### config.mk
export PLATFORM = sky130hd
export DESIGN_NAME = uart_transmitter
export DESIGN_NICKNAME = d
export VERILOG_FILES = /design/src/rtl/uart_pkg.sv /design/src/rtl/uart_transmitter_baud_controller.sv /design/src/rtl/uart_transmitter.sv
export SDC_FILE = /design/constraint.sdc
export NUM_CORES = 1
export LEC_CHECK = 0
export CAP_MARGIN = 20
export CORE_ASPECT_RATIO = 1.75
export CORE_MARGIN = 3
export CORE_UTILIZATION = 45
export CTS_BUF_LIST = sky130_fd_sc_hd__clkbuf_16
export CTS_CLUSTER_SIZE = 28
export DETAILED_ROUTE_END_ITERATION = 8
export PLACE_DENSITY = 0.66
export SYNTH_ARGS = -nofsm -noshare
export SYNTH_HDL_FRONTEND = slang
export SYNTH_SLANG_ARGS = --single-unit
### constraint.sdc
create_clock -name clk -period 3.1 [get_ports clk]
set_input_delay 0.775 -clock clk [delete_from_list [all_inputs] [get_ports clk]]
set_output_delay 0.775 -clock clk [all_outputs]
set_load 0.01 [all_outputs]
### src/rtl/uart_pkg.sv
// Shared UART definitions: transmitter FSM encoding, frame geometry and baud_select codes.
// The optional even-parity bit is controlled by the UART_TX_PARITY_EN macro in the users of this package.
package uart_pkg;

   localparam int SAMPLES_PER_BIT = 16;
   localparam int DATA_BITS       = 8;
   localparam int DIV_W           = 15;

   typedef enum logic [2:0] {
      IDLE   = 3'd0,
      START  = 3'd1,
      DATA   = 3'd2,
      PARITY = 3'd3,
      STOP   = 3'd4
   } tx_state_t;

   localparam logic [2:0] BAUD_300    = 3'b000;
   localparam logic [2:0] BAUD_1200   = 3'b001;
   localparam logic [2:0] BAUD_4800   = 3'b010;
   localparam logic [2:0] BAUD_9600   = 3'b011;
   localparam logic [2:0] BAUD_19200  = 3'b100;
   localparam logic [2:0] BAUD_38400  = 3'b101;
   localparam logic [2:0] BAUD_57600  = 3'b110;
   localparam logic [2:0] BAUD_115200 = 3'b111;

   // Clock cycles per sample strobe: 100 MHz / (16 * baud), rounded to nearest.
   function automatic logic [DIV_W-1:0] baud_divisor(input logic [2:0] sel);
      case (sel)
         BAUD_300:    return 15'd20833;
         BAUD_1200:   return 15'd5208;
         BAUD_4800:   return 15'd1302;
         BAUD_9600:   return 15'd651;
         BAUD_19200:  return 15'd326;
         BAUD_38400:  return 15'd163;
         BAUD_57600:  return 15'd109;
         default:     return 15'd54;
      endcase
   endfunction

endpackage

### src/rtl/uart_transmitter_baud_controller.sv
// Free-running baud generator: one-cycle sample_ENABLE pulse at 16x the selected baud rate.
// Shared by the UART transmitter and receiver; not dependent on UART_TX_PARITY_EN.
module Baud_controller
   import uart_pkg::*;
(
   input  logic       clk,
   input  logic       reset,
   input  logic [2:0] baud_select,
   output logic       sample_ENABLE
);

   logic [DIV_W-1:0] count;
   logic [DIV_W-1:0] limit;

   assign limit = baud_divisor(baud_select) - 1'b1;

   // Compare with >= so a shorter divisor selected mid-count wraps immediately.
   always_ff @(posedge clk) begin
      if (reset) begin
         count         <= '0;
         sample_ENABLE <= 1'b0;
      end else if (count >= limit) begin
         count         <= '0;
         sample_ENABLE <= 1'b1;
      end else begin
         count         <= count + 1'b1;
         sample_ENABLE <= 1'b0;
      end
   end

endmodule

### src/rtl/uart_transmitter.sv
// UART transmitter: start bit, LSB-first data, optional even parity (UART_TX_PARITY_EN), stop bit.
// Bit timing comes from the internal Baud_controller sample strobe; TxD and Tx_BUSY are registered.
module uart_transmitter
   import uart_pkg::*;
#(
   parameter int SAMPLES_PER_BIT = uart_pkg::SAMPLES_PER_BIT,
   parameter int DATA_BITS       = uart_pkg::DATA_BITS
) (
   input  logic                 clk,
   input  logic                 reset,
   input  logic [2:0]           baud_select,
   input  logic                 Tx_EN,
   input  logic                 Tx_WR,
   input  logic [DATA_BITS-1:0] Tx_DATA,
   output logic                 TxD,
   output logic                 Tx_BUSY
);

   localparam int SCW = $clog2(SAMPLES_PER_BIT);
   localparam int BCW = $clog2(DATA_BITS);

   tx_state_t            state, state_next;
   logic [DATA_BITS-1:0] shift, shift_next;
   logic [SCW-1:0]       sample_cnt, sample_next;
   logic [BCW-1:0]       bit_cnt, bit_next;
   logic                 txd_next, busy_next, bit_done;
   logic                 sample_ENABLE;
`ifdef UART_TX_PARITY_EN
   logic                 parity, parity_next;
`endif

   Baud_controller baud (
      .clk           (clk),
      .reset         (reset),
      .baud_select   (baud_select),
      .sample_ENABLE (sample_ENABLE)
   );

   always_ff @(posedge clk) begin
      if (reset) begin
         state      <= IDLE;
         sample_cnt <= '0;
         bit_cnt    <= '0;
         TxD        <= 1'b1;
         Tx_BUSY    <= 1'b0;
      end else begin
         state      <= state_next;
         sample_cnt <= sample_next;
         bit_cnt    <= bit_next;
         TxD        <= txd_next;
         Tx_BUSY    <= busy_next;
      end
   end

   // Payload registers need no reset: they are reloaded on every accepted write.
   always_ff @(posedge clk) begin
      shift  <= shift_next;
`ifdef UART_TX_PARITY_EN
      parity <= parity_next;
`endif
   end

   always_comb begin
      state_next  = state;
      shift_next  = shift;
      sample_next = sample_cnt;
      bit_next    = bit_cnt;
`ifdef UART_TX_PARITY_EN
      parity_next = parity;
`endif
      bit_done = sample_ENABLE && (sample_cnt == SCW'(SAMPLES_PER_BIT - 1));

      if (state != IDLE && sample_ENABLE)
         sample_next = bit_done ? '0 : sample_cnt + 1'b1;

      case (state)
         IDLE: begin
            if (Tx_WR && Tx_EN) begin
               shift_next  = Tx_DATA;
               sample_next = '0;
               bit_next    = '0;
               state_next  = START;
`ifdef UART_TX_PARITY_EN
               parity_next = ^Tx_DATA;
`endif
            end
         end
         START: if (bit_done) state_next = DATA;
         DATA: begin
            if (bit_done) begin
               shift_next = shift >> 1;
               bit_next   = bit_cnt + 1'b1;
               if (bit_cnt == BCW'(DATA_BITS - 1)) begin
`ifdef UART_TX_PARITY_EN
                  state_next = PARITY;
`else
                  state_next = STOP;
`endif
               end
            end
         end
`ifdef UART_TX_PARITY_EN
         PARITY: if (bit_done) state_next = STOP;
`endif
         STOP: if (bit_done) state_next = IDLE;
         default: state_next = IDLE;
      endcase

      // Dropping the enable aborts any frame on the next edge.
      if (!Tx_EN) begin
         state_next  = IDLE;
         sample_next = '0;
         bit_next    = '0;
      end

      busy_next = (state_next != IDLE);
      case (state_next)
         START:   txd_next = 1'b0;
         DATA:    txd_next = shift_next[0];
`ifdef UART_TX_PARITY_EN
         PARITY:  txd_next = parity_next;
`endif
         default: txd_next = 1'b1;
      endcase
   end

endmodule

==> metrics.yaml <==
final_layout:
  drive_gt1_frac: 0.236
  final_common_cell: "dfxtp_1"
  stdcell_area_um2: 2870
  fin_cells: 319
  fin_nets: 301
  final_cell_mix: "29 x dfxtp_1, 20 x ha_1, 18 x buf_4"
  num_antenna_cells: 0
  final_util: 0.599
  synthToLayoutAreaGrowth_pct: 26.6
drt:
  routed_wl_um: 4970
  drc: 0
  vias: 1835
  postRouteAntennaNets: 0
  drt_first_iter_violations: 63
  post_drt_wl_per_cell_um: 15.6
  detail_route.vias_per_cell: 5.75
  first_pass_iters: 4
clock_tree:
  clk_path_buf_depth: 2
  clk_pin_slew_worst_paths_ns: 0.06
  cts_buffers: 5
  h-tree-depth: 2
  clk_latency_ns: 0.28
  cts_root_buf: "clkbuf_16"
  cts.sinks: 36
  cts_tree: "built"
sta:
  finalSetupTns_ns: 0
  min_period_over_period: 0.951
  period_minus_slack_ns: 2.95
  hold_viol_final: 0
  finalSetupViolCount: 0
  final_max_slew_viol_count: 0
  rsz0062_at_grt: "false"
  skew_ns: 0.00769
  fmax_ghz: 0.339
pwr:
  vdd_drop_max_uv: 448
  p_leak_uw: 0.00109
  p_per_area_nw_per_um2: 416
run_status:
  status: "finished, final reports clean"
synthesis:
  netlist.area_leader.share: 0.256
  synthCells: 230
  synth_cell_types: 49
  synth_area_leaders: "dfxtp_1 26%, ha_1 11%, edfxtp_1 9.3%"
  synth_seq_cells: 36
  ys_warn_count: 0
  syn_area_um2: 2270
  yosysTopAreaCell: "dfxtp_1"
  syn_area_per_cell_um2: 9.85
  yosysSeqAreaShare: 0.349
placed_design:
  portBuffers: 16
  placed_area_um2: 2600
  hpwl_um: 3820
  numPlacedInstances: 309
  routabilityCongestion: 0.871
global_routing:
  grt_antenna_before_repair: 0
  grt_pass1_vias: 1822
  grt_max_degree: 13
  grt_usage: 0.178
  grt_overflow: 0
  grt_pass1_wl_um: 8180
worst_setup_path:
  worstPathRequired_ns: 3.29
  startpoint_type: "primary input"
  worstSetupPathType: "in -> reg"
  cp-end-kind: "flip-flop"
  r2r_setup_slack_ns: 1.18
  cp_max_fo: 5
  worstPathArrival_ns: 3.14
floorplanning:
  die_x_um: 59.6
  design.die.area_um2: 5960
  fp-row-count: 33
  start_util: 0.473
  die_h_um: 99.9
  coreArea_um2: 4790
  io_pins: 17
min_path:
  hp-class: "reg -> reg"
flow_run:
  maxCapViolations: 0
## area by class of cell
cell class | instances | area [µm²]
Clock inverter | 2 | 12.5
Multi-Input combinational cell | 175 | 1470
Timing Repair Buffer | 38 | 348
Inverter | 10 | 37.5
Clock buffer | 6 | 150
Tap cell | 52 | 65.1
Fill cell | 418 | 1920
Sequential cell | 36 | 791
## sequential cells by signal, summed over array words and instances (netlist names)
name and cells:
sample_cnt 4, baud.sample_ENABLE 1, state 3, TxD 1
baud.count 15, shift 8, Tx_BUSY 1, bit_cnt 3
## final timing paths
kind,startpoint,end,depth (start not counted)
worst min register to register,bit_cnt[1],bit_cnt[1],2
worst max register to register,baud.count[6],baud.count[10],6
worst min-delay path,bit_cnt[1],bit_cnt[1],2
worst max-delay path,baud_select[2],baud.count[10],12
## per-layer routing
layer	GRT usage	routed length, µm	vias to the layer above
li1	-	-	924
met1	0.173	1860	867
met2	0.341	2790	32
met3	0.0270	156	12
met4	0.0887	157	0
met5	0	0	-
## cells in the mapped netlist (all sizes together)
library cell and instances:
a2111oi 1, a211o 2, a211oi 1, a21boi 1, a21oi 11, a22o 6, a22oi 2, a31oi 1
and2 3, and3 2, and4 1, buf 7, clkbuf 3, conb 1, dfxtp 29, edfxtp 7
ha 20, inv 10, maj3 1, mux2 1, nand2 16, nand2b 6, nand3 13, nand3b 2
nand4 8, nor2 12, nor3 7, nor4 20, nor4b 1, o21a 2, o21ai 5, o21bai 2
o311ai 2, o31a 3, or2 1, or3 2, xnor2 13, xor2 5
## stage by stage
stage | total power [µW] | setup slack, ns | hold WS [ns]
final | 1190 | 0.151 | 0.470
after global routing | 1240 | 0.00456 | 0.507
after CTS | 1190 | 0.0441 | 0.476
after detailed placement | 653 | -0.535 | 0.468
after global placement | 650 | -0.469 | 0.457
after floorplan | 592 | 0.00978 | 0.452
## power breakdown
group / switching (µW) / total [µW] / internal, µW / leakage (µW)
logic: 72.4 / 150 / 77.4 / 0.000717
registers: 9.81 / 500 / 490 / 0.000298
clock network: 198 / 544 / 345 / 0.0000780
## repair_timing
action                     CTS  global route
hold buffers                 0             0
setup endpoints to repair   16            16
setup buffers                0             1
gates resized for setup      5            17
gates cloned                 0             1
pin swaps                    1             2
## worst max-delay path, stage by stage
cell	delay (ns)
clkbuf_2	0.13
xor2_2	0.20
xnor2_2	0.15
ha_1	0.19
or3_1	0.36
nand3_1	0.09
ha_1	0.24
nand4_1	0.10
nor2_1	0.06
o31a_1	0.40
clkbuf_16	0.21
nor4_2	0.24
## logic make-up after synthesis
| family | share of synthesized area |
|---|---|
| xor+xnor | 0.0696 |
| flops | 0.349 |
| other cells | 0.00165 |
| compound gates | 0.131 |
| fa+ha+maj | 0.115 |
| mux | 0.00497 |
| simple gates | 0.287 |
| buf+inv | 0.0425 |
Note: power is estimated with default switching activity, not from simulation.
==> variant: new RTL, same settings <==
Remove the register `Tx_BUSY`: a continuous assignment takes its place, so the output `Tx_BUSY` follows one clock earlier. Comments in the files are not updated.
--- a/src/rtl/uart_transmitter.sv
+++ b/src/rtl/uart_transmitter.sv
@@ -43,5 +43,4 @@
          bit_cnt    <= '0;
          TxD        <= 1'b1;
-         Tx_BUSY    <= 1'b0;
       end else begin
          state      <= state_next;
@@ -49,7 +48,8 @@
          bit_cnt    <= bit_next;
          TxD        <= txd_next;
-         Tx_BUSY    <= busy_next;
       end
    end
+
+   assign Tx_BUSY = busy_next;
 
    // Payload registers need no reset: they are reloaded on every accepted write.
Function: changed (Yosys sat finds a counterexample within 4 cycles, from zero or initial values and one cycle with reset high).
==> variant against the unedited design <==
- sequential cell count fell by 1
- design area shrank 4.6%
- register-to-register slack gained 0.04 ns
- non-clock buffer count decreased by 1
- power fell by 4.6%
- clock skew fell by 0.0030 ns
- first-iteration DRC count increased by 13%
- area after synthesis fell by 3.6%
- worst setup slack worse by 0.027 ns
- critical path type is now input port to output pin
- fmax shrank 0.90%
- routed wire length decreased by 3.0%
==> variant: results (changes against the unedited design) <==
[synthesis] average cell area after synthesis 9.49 um^2 [-3.6%]
[finish] final-layout clock-cell area share 5.30% [-0.37 points]
[outcome] outcome completed
[finish] multi-input gate count 180 [+2.9%]
[finish] share of post-route cells with drive strength above 1 19.5% [-4.0 points]
[synthesis] Yosys cell types 53 [+8.2%]
[power] worst vdd rail ir drop 0.000642 V [+43%]
[timing] final setup margin 0.124 ns [-0.0268 ns]
[synthesis] top area cells in the synthesized netlist sky130_fd_sc_hd__dfxtp_1 (26%), sky130_fd_sc_hd__ha_1 (11%), sky130_fd_sc_hd__edfxtp_1 (9.6%), sky130_fd_sc_hd__xnor2_1 (4.4%), sky130_fd_sc_hd__nor4_1 (4.3%)
[worst_setup_path] number of cell instances on the worst register-to-register path 5 [-1]
[detailed_routing] met3 WL 152 um [-2.6%]
[finish] number of nets at the end of the flow 300 [-0.33%]
[worst_setup_path] Reg-to-Reg Start sample_cnt[0]
[worst_setup_path] end point of the critical path Tx_BUSY
[worst_setup_path] reg-to-reg endpoint TxD
[global_routing] global-route met2 utilization 32.1% [-2.0 points]
[power] switching power 285 uW [+1.6%]
[hold_path] hold endpoint bit_cnt[2]
[global_routing] met3 Track Usage GR 4.23% [+1.5 points]
[global_routing] GRT met1 Usage 18.3% [+1.1 points]
[worst_setup_path] slowest cell on the critical path sky130_fd_sc_hd__clkdlybuf4s50_1
[place] post-detailed-placement cell area 2540 um^2 [-2.1%]
[finish] count of buffers not belonging to the clock network in the layout 37 [-2.6%]
[worst_setup_path] slowest stage delay, CP 0.53 ns [+0.13 ns]
[power] sequential power 486 uW [-3%]
[worst_setup_path] family of cells with the greatest summed delay on the critical path buffers and inverters
[power] static leakage power 0.00106 uW [-3.0%]
[place] worst slack at placement -0.535 ns [+0.000316 ns]
[detailed_routing] initial drt markers 71 [+13%]
[place] Routability Congestion 0.846 [-2.9%]
[finish] clock buffer count 5 [-1]
[detailed_routing] total wire length 4820 um [-3.0%]
[finish] fraction of standard cell area in multi-input logic 50.8% [-0.31 points]
[hold_path] hold wc startpoint bit_cnt[2]
[power] share of power burned in combinational logic 13.6% [+1.0 points]
[global_routing] gr usage total 18.2% [+0.42 points]
[global_routing] pin count of the biggest net entering global routing 17 [+4]
[detailed_routing] total vias in the final route 1872 [+2.0%]
[place] half-perimeter wire length after detailed placement 3760 um [-1.6%]
[variant: worst register-to-register path: cells and delay by family, from the launching register on]
family | cells | cell delay (ns)
DFF | 1 | 0.37
AOI/OAI and AO/OA | 2 | 0.42
adders and majority gates | 1 | 0.23
and+or+nand+nor | 2 | 0.74
[variant: stage by stage]
step / std cells / hold slack [ns]
after floorplan: 231 / 0.452
after detailed placement: 309 / 0.466
after global placement: 309 / 0.459
after CTS: 317 / 0.474
final: 317 / 0.478
after global routing: 317 / 0.509
[variant: cell families after synthesis]
logic type / after synthesis / share of synthesized area (%)
AO/OA/AOI/OAI: 45 / 14.6
XOR/XNOR: 18 / 7.22
adder cells (fa/ha/maj): 21 / 11.9
buffers and inverters: 16 / 3.32
flip-flops: 35 / 35.3
multiplexers: 1 / 0.516
other: 1 / 0.172
AND/OR/NAND/NOR: 93 / 27.0
[variant: repair_timing]
action                     CTS  global route
setup endpoints to repair   16            17
pin swaps                    0             0
resized for setup            6            10
